<file path="src/rtl/covariance_stage_sequencer.sv">
// covariance_stage_sequencer
// Top-level control for the covariance kernel. It runs three pipelined child
// loops in order through the ap_ctrl_hs handshake: the mean loop (A) once,
// the centering loop (B) once, then the covariance row loop (C) trip times.
// It also exports the current C iteration index and the cycle count of the
// last completed run.
module covariance_stage_sequencer #(
  parameter int ITER_W = 6,
  parameter int CNT_W  = 32
) (
  input  logic              ap_clk,
  input  logic              ap_rst,
  input  logic              ap_start,
  output logic              ap_done,
  output logic              ap_idle,
  output logic              ap_ready,
  input  logic [ITER_W-1:0] outer_trip,
  output logic              a_start,
  input  logic              a_ready,
  input  logic              a_done,
  output logic              b_start,
  input  logic              b_ready,
  input  logic              b_done,
  output logic              c_start,
  input  logic              c_ready,
  input  logic              c_done,
  output logic [ITER_W-1:0] c_iter,
  output logic [CNT_W-1:0]  run_cycles
);

  // GAP_C forces c_start low for one cycle when a C iteration completes in
  // its own start cycle, so consecutive C launches are always separated.
  typedef enum logic [3:0] {
    S_IDLE    = 4'd0,
    S_START_A = 4'd1,
    S_WAIT_A  = 4'd2,
    S_START_B = 4'd3,
    S_WAIT_B  = 4'd4,
    S_START_C = 4'd5,
    S_WAIT_C  = 4'd6,
    S_GAP_C   = 4'd7,
    S_DONE    = 4'd8
  } state_t;

  state_t state_reg;
  state_t state_next;

  logic [ITER_W-1:0] trip_reg;
  logic [ITER_W-1:0] c_iter_reg;
  logic [CNT_W-1:0]  cnt_reg;
  logic [CNT_W-1:0]  run_cycles_reg;

  logic [CNT_W-1:0]  cnt_inc;
  logic              c_last;
  logic              c_finish;
  logic              c_step;
  logic              run_accept;

  // Saturating increment of the run counter and C-loop bookkeeping.
  always_comb begin
    cnt_inc    = (&cnt_reg) ? cnt_reg : cnt_reg + CNT_W'(1);
    c_last     = (c_iter_reg == trip_reg - ITER_W'(1));
    c_finish   = c_done && ((state_reg == S_START_C) || (state_reg == S_WAIT_C));
    c_step     = c_finish && !c_last;
    run_accept = (state_reg == S_IDLE) && ap_start;
  end

  // State register.
  always_ff @(posedge ap_clk) begin
    if (ap_rst) begin
      state_reg <= S_IDLE;
    end else begin
      state_reg <= state_next;
    end
  end

  // Next-state logic. In START_x a done (with or without ready) advances
  // directly; ready alone moves to WAIT_x.
  always_comb begin
    state_next = state_reg;
    case (state_reg)
      S_IDLE: begin
        if (ap_start) begin
          state_next = S_START_A;
        end
      end
      S_START_A: begin
        if (a_done) begin
          state_next = S_START_B;
        end else if (a_ready) begin
          state_next = S_WAIT_A;
        end
      end
      S_WAIT_A: begin
        if (a_done) begin
          state_next = S_START_B;
        end
      end
      S_START_B: begin
        if (b_done) begin
          state_next = (trip_reg != '0) ? S_START_C : S_DONE;
        end else if (b_ready) begin
          state_next = S_WAIT_B;
        end
      end
      S_WAIT_B: begin
        if (b_done) begin
          state_next = (trip_reg != '0) ? S_START_C : S_DONE;
        end
      end
      S_START_C: begin
        if (c_done) begin
          state_next = c_last ? S_DONE : S_GAP_C;
        end else if (c_ready) begin
          state_next = S_WAIT_C;
        end
      end
      S_WAIT_C: begin
        if (c_done) begin
          state_next = c_last ? S_DONE : S_START_C;
        end
      end
      S_GAP_C: begin
        state_next = S_START_C;
      end
      S_DONE: begin
        state_next = S_IDLE;
      end
      default: begin
        state_next = S_IDLE;
      end
    endcase
  end

  // Outputs decoded purely from state, so at most one child start is high.
  always_comb begin
    a_start  = (state_reg == S_START_A);
    b_start  = (state_reg == S_START_B);
    c_start  = (state_reg == S_START_C);
    ap_done  = (state_reg == S_DONE);
    ap_ready = (state_reg == S_DONE);
    ap_idle  = (state_reg == S_IDLE);
  end

  // Run datapath: trip latch, iteration index, run counter and its snapshot.
  always_ff @(posedge ap_clk) begin
    if (ap_rst) begin
      trip_reg       <= '0;
      c_iter_reg     <= '0;
      cnt_reg        <= '0;
      run_cycles_reg <= '0;
    end else begin
      if (run_accept) begin
        trip_reg   <= outer_trip;
        c_iter_reg <= '0;
        cnt_reg    <= '0;
      end else if (state_reg != S_IDLE) begin
        cnt_reg <= cnt_inc;
      end
      if (c_step) begin
        c_iter_reg <= c_iter_reg + ITER_W'(1);
      end
      // cnt_inc here includes the DONE cycle itself.
      if (state_reg == S_DONE) begin
        run_cycles_reg <= cnt_inc;
      end
    end
  end

  assign c_iter     = c_iter_reg;
  assign run_cycles = run_cycles_reg;

endmodule

</file>
<file path="config.mk">
export PLATFORM = sky130hd
export DESIGN_NAME = covariance_stage_sequencer
export DESIGN_NICKNAME = d
export VERILOG_FILES = /design/src/rtl/covariance_stage_sequencer.sv
export SDC_FILE = /design/constraint.sdc
export NUM_CORES = 1
export LEC_CHECK = 0
export CORE_ASPECT_RATIO = 0.9
export CORE_UTILIZATION = 28
export DETAILED_ROUTE_END_ITERATION = 8
export GPL_TIMING_DRIVEN = 1
export SYNTH_ARGS = -nofsm -noshare
export SYNTH_HDL_FRONTEND = slang
export SYNTH_SLANG_ARGS = --single-unit
export TNS_END_PERCENT = 50
</file>
<file path="constraint.sdc">
create_clock -name ap_clk -period 2.9 [get_ports ap_clk]
set_input_delay 0.58 -clock ap_clk [delete_from_list [all_inputs] [get_ports ap_clk]]
set_output_delay 0.58 -clock ap_clk [all_outputs]
set_load 0.02 [all_outputs]
</file>
Word-level counts from Yosys, hierarchy flattened
Index checks and enable logic that the tools add are counted.
{"block": "totals", "register_bits": 80, "input_bits": 15, "wordCells": 53}
{"block": "classes", "addsub": 3, "n_eq_ne": 16, "muxes": 17, "reduce_logical": 12}
{"op": "$mux W4", "n": 13}
{"op": "$add A32 B1 Y32 const B", "n": 1}
{"op": "$mux W32", "n": 1}
{"op": "$pmux W4 S8", "n": 1}
{"op": "$reduce_and A32 Y1", "n": 1}
{"op": "$eq A4 B3 Y1 const B", "n": 4}
{"op": "$mux W6", "n": 2}
{"op": "$ne A3 B1 Y1 const B", "n": 3}
{"op": "$eq A4 B2 Y1 const B", "n": 2}
{"op": "$ne A2 B2 Y1 const B", "n": 4}
{"op": "$reduce_and A7 Y1", "n": 1}
{"op": "$add A6 B1 Y6 const B", "n": 1}
{"op": "$eq A6 B6 Y1", "n": 1}
{"op": "$reduce_bool A6 Y1", "n": 1}
{"op": "$sub A6 B1 Y6 const B", "n": 1}
{"op": "$eq A4 B1 Y1 const B", "n": 1}
{"op": "$eq A4 B4 Y1 const B", "n": 1}
{"op": "$logic_not A4 Y1", "n": 1}
{"op": "$reduce_bool A4 Y1", "n": 1}
{"op": "$logic_and A1 B1 Y1", "n": 3}
{"op": "$reduce_bool A2 Y1", "n": 1}
{"op": "$reduce_or A2 Y1", "n": 1}
{"op": "$logic_not A1 Y1", "n": 1}
{"op": "$logic_or A1 B1 Y1", "n": 1}

Logic depth before layout (Yosys ltp)
Gate-level depths: netlist of run 1.
{"block": "logic_depth", "ltp_word": 5, "ltp_mapped": 9, "ltp_nobuf": 8}

Worst setup path before layout of run 1
No wires, ideal clock.
{"block": "synth_timing", "kind": "register -> output", "startpoint": "register state_reg[3]", "endpoint": "output port ap_ready", "arrival_time_ns": 1.917, "required_time_ns": 2.320, "setup_slack_ns": 0.403, "stages_incl_launch_ff": 7, "n_path_buf": 4, "cell_sequence": "dfxtp_1 clkbuf_1 nand3_1 inv_1 clkbuf_1 buf_1 buf_4"}
{"block": "synth_via", "elab_chain_cells": 1}
{"item": "start, declared", "line_no": "45", "source": "state_t state_reg;"}
{"item": "start signal, assigned", "line_no": "73", "source": "state_reg <= state_next;"}
{"item": "$eq A4 B4 Y1"}
{"item": "end, declared", "line_no": "16", "source": "output logic ap_ready,"}
Every way passes these cells.

Final worst setup path of run 1
{"block": "layout_timing", "startpoint": "register state_reg[3]", "endpoint": "output port ap_idle"}
{"block": "layout_via", "elab_chain_cells": 1}
{"item": "$logic_not A4 Y1", "line_no": "142", "source": "ap_idle = (state_reg == S_IDLE);"}
{"item": "end, declared", "line_no": "15", "source": "output logic ap_idle,"}
Every way passes these cells.

==> impl_metrics.yaml, run 1 <==
worst_hold_path:
  min_from: "run_cycles[3]$_SDFFE_PP0P_"
  holdPathEnd: "run_cycles[3]$_SDFFE_PP0P_"
  hold_class: "flip-flop to flip-flop"
  min_path_cells: 2
setup_path:
  worst_path_dominant_cell_family: "buffers and inverters"
  cp_slowest_stage_delay_ns: 0.72
  crit_slowest_cell: "clkdlybuf4s50_1"
  critPathKind: "flip-flop to primary output"
  worstPathRequired_ns: 2.32
  crit_fanout: 12
  r2r_start: "trip_reg[2]$_SDFFE_PP0P_"
  cp-start-kind: "flip-flop"
  crit_chain: "nor4_2, clkdlybuf4s50_1"
  rrSetupSlack_ns: 0.34
  rr_worst_depth: 6
  path_depth: 2
  path_buf_inv: 1
  arrival_ns: 2.10
  r2r_end: "c_iter[2]$_SDFFE_PP0P_"
  worstSetupEndpointType: "primary output"
power_and_ir_drop:
  swShare: 0.345
  comb_power_share: 0.308
  p_per_area_nw_per_um2: 689
  irDropWorstVdd_mv: 0.270
  power.leakage_nw: 1.64
  p_int_mw: 2.38
  p_switching_mw: 1.26
  seqPwrFrac: 0.360
  p_clk_frac: 0.332
clock_network:
  clock_sinks: 80
  path_clk_slew_ns: 0.05
  cts_setup_buffers: 0
  cts_tree: "built"
  clock_latency_ns: 0.34
  clockBufferDepth: 2
  cts_resized: 0
  numCtsBuffers: 9
  cts-htree-levels: 3
  hold_buffers: 0
  root_buffer: "clkbuf_16"
floorplanning:
  rows: 42
  io_pins: 59
  coreArea_um2: 14700
  start_util: 0.286
  die_h_um: 118
  dieArea_um2: 15500
  die_w_um: 131
layout:
  final_nets: 590
  final_cells: 774
  fin_util: 0.359
  drive_gt1_frac: 0.0625
  n_antenna_cell: 0
  area_growth_pct: 25.5
synthesis:
  postSynthCellCount: 529
  synth_edf_count: 0
  ys_seq_area_frac: 0.381
  syn_nets: 548
  syn-cell-area_um2: 4210
  avgSynthCellArea_um2: 7.95
  ys_warn_count: 0
  synth.ff_latch_count: 80
  yosysUniqueCellTypes: 54
  ys.flop_type: "dfxtp_1"
  async_flop_share: 0
flow_run:
  maxCapViolCount: 0
timing:
  hold_viol: 0
  max_freq_ghz: 0.372
  period_needed_ns: 2.68
  setup_viol: 0
  tightest_slew_ns: 0.793
  rsz0062_at_grt: "no"
  finClkSkew_ns: 0.00754
  drv_slew: 0
  relSlewSlack: 0.469
  setup_tns_ns: 0
  fin_crit_sh: 0.926
outcome:
  status: "finished clean"
route:
  top_layer_used: "met4"
  ant_nets: 0
  dr_wl_met2_um: 4720
  num_vias: 3889
  drtIter0Drc: 199
  viasPerCell: 5.02
  drcViolationCount: 0
  route.met3.wl_um: 514
  routed_wl_um: 10600
  met1Wirelength_um: 5180
  routedWlPerCell_um: 13.7
  firstDrtPassIters: 5
global_route:
  grt_max_degree: 59
  grt_pass1_vias: 3783
  grt_overflow: 0
  grt_pass1_wl_um: 18000
  grtUsageTotal: 0.143
  antenna_found_initial: 0
placement:
  placed_cells: 758
  place.gp.congestion: 0.883
  dp_hpwl_um: 7370
  numPortBuffers: 58
==> metal layers <==
layer,vias up,GRT usage
met5,-,0
li1,1947,-
met2,91,0.231
met3,15,0.0365
met1,1836,0.184
met4,0,0.0485
==> logic make-up (layout without fill, tap and decap cells) <==
group	after synthesis	in the layout	share of synthesized area
flip-flops	80	80	0.381
AO/OA/AOI/OAI	105	105	0.170
XOR/XNOR	51	51	0.106
multiplexers	5	5	0.0128
buffers and inverters	49	96	0.0458
adder cells (fa/ha/maj)	4	4	0.0119
AND/OR/NAND/NOR	235	235	0.273
==> cells in the final DEF (no fill, tap or decap), types with 9 or more instances in the layout <==
cell type and instances:
a211oi_1 22, a21oi_1 27, buf_4 10, clkbuf_16 9, clkdlybuf4s50_1 57, dfxtp_1 80
inv_1 12, nand2_1 47, nand3_1 21, nand4_1 14, nor2_1 79, nor3_1 22
o21ai_0 19, or3_1 12, xnor2_1 27, xor2_1 24
==> worst max-delay path by stage <==
stage                                    startpoint                   endpoint
after floorplan           state_reg[3]$_SDFFE_PP0P_                   ap_ready
after global placement     trip_reg[2]$_SDFFE_PP0P_     c_iter[2]$_SDFFE_PP0P_
after detailed placement                     a_done  state_reg[0]$_SDFFE_PP0P_
after CTS                 state_reg[3]$_SDFFE_PP0P_                    ap_idle
after global routing      state_reg[3]$_SDFFE_PP0P_                    ap_idle
final                     state_reg[3]$_SDFFE_PP0P_                    ap_idle
==> synth_stat cells, drive strengths merged, types with 4 or more instances <==
library cell	count	area, µm²
dfxtp	80	1600
a311oi	5	43.8
ha	4	50.1
nand3	21	105
or3	12	75.1
xor2	24	210
buf	7	35.0
clkbuf	30	113
nor2	79	297
a31oi	6	37.5
a211oi	22	165
nand4	14	87.6
and3	6	37.5
nor4	6	50.0
inv	12	45.0
o21ai	21	105
nand2	47	176
a21oi	28	144
nand2b	6	37.5
and2	6	37.5
a21o	4	30.0
xnor2	27	236
nor3	22	110
==> area by class of cell <==
class                      count  area [µm²]
fill                        1542        9440
multi-input combinational    400        2420
sequential                    80        1600
timing repair buffer          68         651
tap                          198         248
clock buffer                  11         233
clock inverter                 5        81.3
inverter                      12        45.0
==> worst register-to-register path, cell delays in order, from the launching register on <==
cell and delay, ns:
dfxtp_1 0.36, or3_1 0.43, or4_4 0.45, a2111oi_4 0.49, a21oi_2 0.20, nor4bb_1 0.18, or3_1 0.34
==> power by group through the flow <==
stage,logic [mW],registers [mW],clock network (mW)
after detailed placement,1.12,1.33,0
after global routing,1.22,1.33,1.28
after CTS,1.12,1.31,1.24
after global placement,1.10,1.33,0
after floorplan,0.761,1.30,0
final,1.12,1.31,1.21
==> per-stage QoR <==
stage          hold slack (ns)  area, µm²  power (mW)  worst slack [ns]
2_1_floorplan            0.455       4210        2.06             0.403
3_3_place_gp             0.469       4960        2.43             0.401
3_5_place_dp             0.469       4960        2.45             0.310
4_1_cts                  0.477       5280        3.66             0.170
5_1_grt                  0.489       5280        3.83             0.105
6_report                 0.472       5280        3.64             0.215
Power figures use the tool's default switching activity.
==> run 2: changes to the inputs <==
SKIP_LAST_GASP = 1   (was not set)
==> results of run 2 <==
Same layout as run 1: the final DEF is identical, and so are final timing and power.
